File: src/rtl/cla_decrypt.sv
// Bit-serial recovery of a = (s - b - c) ^ k, one bit per clock through a single borrow flop.
// Flags err when the difference leaves [0, 2^WIDTH-1].
module cla_decrypt #(
  parameter int WIDTH = 2
) (
  input  logic             clk,
  input  logic             rst_n,
  input  logic             in_valid,
  output logic             in_ready,
  input  logic [WIDTH:0]   s,
  input  logic [WIDTH-1:0] b,
  input  logic             c,
  input  logic [WIDTH-1:0] k,
  output logic             out_valid,
  input  logic             out_ready,
  output logic [WIDTH-1:0] a,
  output logic             err
);

  localparam int IDX_W = (WIDTH < 1) ? 1 : $clog2(WIDTH + 1);

  typedef enum logic [1:0] {IDLE, SUB, DONE} state_t;

  state_t             state;
  state_t             state_nxt;
  logic [WIDTH:0]     s_reg;
  logic [WIDTH:0]     b_reg;
  logic [WIDTH-1:0]   k_reg;
  logic [WIDTH:0]     diff;
  logic [IDX_W-1:0]   idx;
  logic               borrow;

  logic               accept;
  logic               last_bit;
  logic               s_bit;
  logic               b_bit;
  logic               d_bit;
  logic               borrow_nxt;

  assign accept     = in_valid & in_ready;
  assign last_bit   = (state == SUB) && (idx == IDX_W'(WIDTH));
  assign s_bit      = s_reg[idx];
  assign b_bit      = b_reg[idx];
  assign d_bit      = s_bit ^ b_bit ^ borrow;
  assign borrow_nxt = (~s_bit & b_bit) | (~(s_bit ^ b_bit) & borrow);

  always_ff @(posedge clk or negedge rst_n) begin
    if (!rst_n) state <= IDLE;
    else        state <= state_nxt;
  end

  always_comb begin
    state_nxt = state;
    case (state)
      IDLE:    if (accept)                state_nxt = SUB;
      SUB:     if (last_bit)              state_nxt = DONE;
      DONE:    if (out_valid & out_ready) state_nxt = IDLE;
      default:                            state_nxt = IDLE;
    endcase
  end

  always_comb begin
    in_ready  = (state == IDLE);
    out_valid = (state == DONE);
  end

  // Accept captures operands; each SUB cycle ripples one difference bit, the last one registers the result.
  always_ff @(posedge clk or negedge rst_n) begin
    if (!rst_n) begin
      s_reg  <= '0;
      b_reg  <= '0;
      k_reg  <= '0;
      diff   <= '0;
      idx    <= '0;
      borrow <= 1'b0;
      a      <= '0;
      err    <= 1'b0;
    end else if (accept) begin
      s_reg  <= s;
      b_reg  <= {1'b0, b};
      k_reg  <= k;
      diff   <= '0;
      idx    <= '0;
      borrow <= c;
    end else if (state == SUB) begin
      diff[idx] <= d_bit;
      borrow    <= borrow_nxt;
      idx       <= idx + IDX_W'(1);
      if (last_bit) begin
        // Bits below WIDTH are already in diff; the top bit is the one produced this cycle.
        a   <= diff[WIDTH-1:0] ^ k_reg;
        err <= borrow_nxt | d_bit;
      end
    end
  end

endmodule

File: config.mk
export PLATFORM = sky130hd
export DESIGN_NAME = cla_decrypt
export DESIGN_NICKNAME = d
export VERILOG_FILES = /design/src/rtl/cla_decrypt.sv
export SDC_FILE = /design/constraint.sdc
export NUM_CORES = 1
export LEC_CHECK = 0
export ABC_CLOCK_PERIOD_IN_PS = 1850
export CORE_MARGIN = 2
export CORE_UTILIZATION = 44
export CTS_CLUSTER_DIAMETER = 150
export CTS_CLUSTER_SIZE = 12
export DETAILED_ROUTE_END_ITERATION = 10
export GPL_ROUTABILITY_DRIVEN = 0
export PLACE_DENSITY = 0.74
export REMOVE_ABC_BUFFERS = 1
export SLEW_MARGIN = 0
export SYNTH_ARGS = -nofsm -noshare
export SYNTH_HDL_FRONTEND = slang
export SYNTH_SLANG_ARGS = --single-unit
File: constraint.sdc
create_clock -name clk -period 1.85 [get_ports clk]
set_clock_uncertainty 0.05 [all_clocks]
set_input_delay 0.2775 -clock clk [delete_from_list [all_inputs] [get_ports clk]]
set_output_delay 0.2775 -clock clk [all_outputs]
set_load 0.005 [all_outputs]
==> summary.md <==
| Metric | Value |
|---|---|
| Seq cells post-synth | 17 |
| TritonCTS Buffers | 3 |
| Bufs and invs on worst path | 0 |
| Antenna Nets Post-Route | 0 |
| Synth warn | 0 |
| Core Footprint | 0.001764 mm² |
| Final hold viol count | 0 |
| Drt pass-1 iters | 4 |
| Die W | 47.98 µm |
| Slew Viols, Final | 0 |
| Row cnt | 15 |
| H-tree levels | 1 |
| Mapped Area | 850.8 µm² |
| Diode count | 0 |
| Final cell count without fillers | 116 |
| Synth area leader | dfrtp_1 |
| Most frequent cells in the layout | 16 x clkdlybuf4s50_1, 15 x dfrtp_1, 9 x mux2_2, 8 x buf_4, 4 x inv_1 |
| Vias | 585 |
| Worst-Margin Slew | 0.2540 ns |
| Peak supply drop | 0.001099 V |
| Cell Chain, Critical Path | mux2_4 -> nand2_2 -> fa_1 -> and4b_1 -> a211o_1 |
| RSZ-0062 raised after global routing | yes |
| Crit path time final | 1.809 ns |
| Max Cap Violations | 0 |
| Largest net degree at the start of global routing | 18 |
| Max clock buf depth | 2 |
| Area growth syn-to-layout | 32.50% |
| Worst setup EP type | register |
| DR iter-0 viols | 12 |
| Clock Sinks | 17 |
| Worst Path Arrival | 1.94 ns |
| Yosys top cell area share | 50.00% |
| Startpoint types | register |
| # DRC | 0 |
| Commonest non-fill, non-tap cell in the layout | clkdlybuf4s50_1 |
| Final cycle utilization of the critical path | 97.78% |
| Drt via density | 5.043 |
| Multi-input logic area | 406.6 µm² |
| CP Max Fanout | 4 |
| Tot GR Track Use | 15.67% |
| Pre-CTS WS | 0.003584 ns |
| Antenna violations before repair | 0 |
| Area contributors post-synth | dfrtp_1 50%, mux2_2 13%, ha_1 4.4%, and3b_1 3.1%, mux2_1 2.6% |
| Clk slew on worst S/H paths | 0.10 ns |
| Synth cell types | 24 |
| Filler cell count | 155 |
| Port Buffers | 16 |
| Die H | 47.98 µm |
| Sequential cell area fraction in the yosys report | 50.00% |
| DP HPWL | 1120 µm |
| Die area | 0.002302 mm² |
| Setup Viol. Count Final | 0 |
| First-pass GRT wire length | 2449 µm |
| Grt ovf | 0 |
| Worst-skew pair later-pin latency | 0.29 ns |
| Hold Path Class | in2async |
| WP depth | 5 |
| Placed Cells | 108 |
| Reg2reg path depth | 5 |
| Max FFs per register | 3 |
| TritonCTS clock tree | done |
| Fin util | 63.90% |
| WL final | 1477 µm |
| Layout Nets | 108 |
| Synthesized area per cell | 13.09 µm² |
| Root Driver | clkbuf_4 |
| Vias in the first global route | 541 |
| Layout cells sized above 1 | 28.57% |
| Slowest-stage cell, CP | dfrtp_1 |
| Status | complete, no violations |
| Wire per inst | 12.73 µm |
| Final setup margin | 0.04102 ns |
| Synthesized instance count | 65 |
| Initial Util | 48.23% |
| CP required | 1.98 ns |
| PD cells | 1636 mW/mm² |
| Leak | 0.5337 nW |
| WHS | 0.2536 ns |
| I/O pin count | 17 |
| Delay-heaviest family, CP | flip-flops |
| Crit Path Class | reg2reg |
| Reg area | 427.9 µm² |
| Slowest stage delay, CP | 0.43 ns |
| FMAX | 0.5528 GHz |
| Post-route setup TNS | 0 ns |
| Slew headroom | 83.07% |
[worst paths after layout]
check                          from  endpoint  slack (ns)
hold reg to reg            s_reg[0]  s_reg[0]        0.44
setup / recovery             idx[0]   diff[1]        0.04
setup reg to reg             idx[0]   diff[1]        0.04
max in group asynchronous     rst_n  state[1]        1.30
hold / removal                rst_n  state[0]        0.25
min in group clk           s_reg[0]  s_reg[0]        0.44
[metrics by stage]
step | instance area [µm²] | power [mW]
2_1_floorplan | 840.8 | 1.258
3_3_place_gp | 1062 | 1.545
3_5_place_dp | 1062 | 1.581
4_1_cts | 1099 | 1.801
5_1_grt | 1127 | 2.014
6_report | 1127 | 1.844
[worst register-to-register path, stage by stage (launching register included)]
cell,delay (ns)
dfrtp_1,0.43
mux2_4,0.32
nand2_2,0.08
fa_1,0.40
and4b_1,0.21
a211o_1,0.22
[where the power goes]
| group | switching (mW) | internal [mW] |
|---|---|---|
| sequential | 0.134 | 0.558 |
| combinational | 0.362 | 0.592 |
| clock | 0.115 | 0.0838 |
[Yosys cell counts (all sizes together)]
library cell and number:
a211o 2, a21o 1, a21oi 1, a222oi 1, a22o 1, and3b 3, and4b 2, buf 1
clkbuf 1, dfrtp 17, fa 1, ha 3, inv 4, mux2 12, mux2i 1, nand2 2
nand2b 3, nor2 1, nor2b 3, nor3b 1, o21bai 1, o22ai 1, xor2 2
[repair_timing]
item	4_1_cts	5_1_grt
pin swaps	0	2
endpoints found under the setup margin	3	5
buffers inserted	1	3
hold buffers	0	0
gates resized for setup	2	2
[cell type report]
type	instances	area share [%]
Clock buffer	4	2.331
Multi-Input combinational cell	42	36.07
Timing Repair Buffer	24	19.53
Tap cell	25	2.775
Inverter	4	1.332
Sequential cell	17	37.96
[per-layer routing]
metal | vias up | GRT usage (%) | part of all wire (%)
li1 | 280 | - | -
met1 | 290 | 20.28 | 42
met2 | 13 | 26.93 | 53
met3 | 2 | 2.264 | 3.2
met4 | 0 | 4.865 | 1.2
met5 | - | 0 | 0
[cells by family after synthesis]
| group | share of synthesized area (%) |
|---|---|
| compound gates | 7.795 |
| xor+xnor | 2.059 |
| mux | 17.06 |
| flops | 50.00 |
| simple gates | 13.38 |
| fa+ha+maj | 6.765 |
| buf+inv | 2.940 |
No activity file was read; power rests on OpenSTA's default activity.
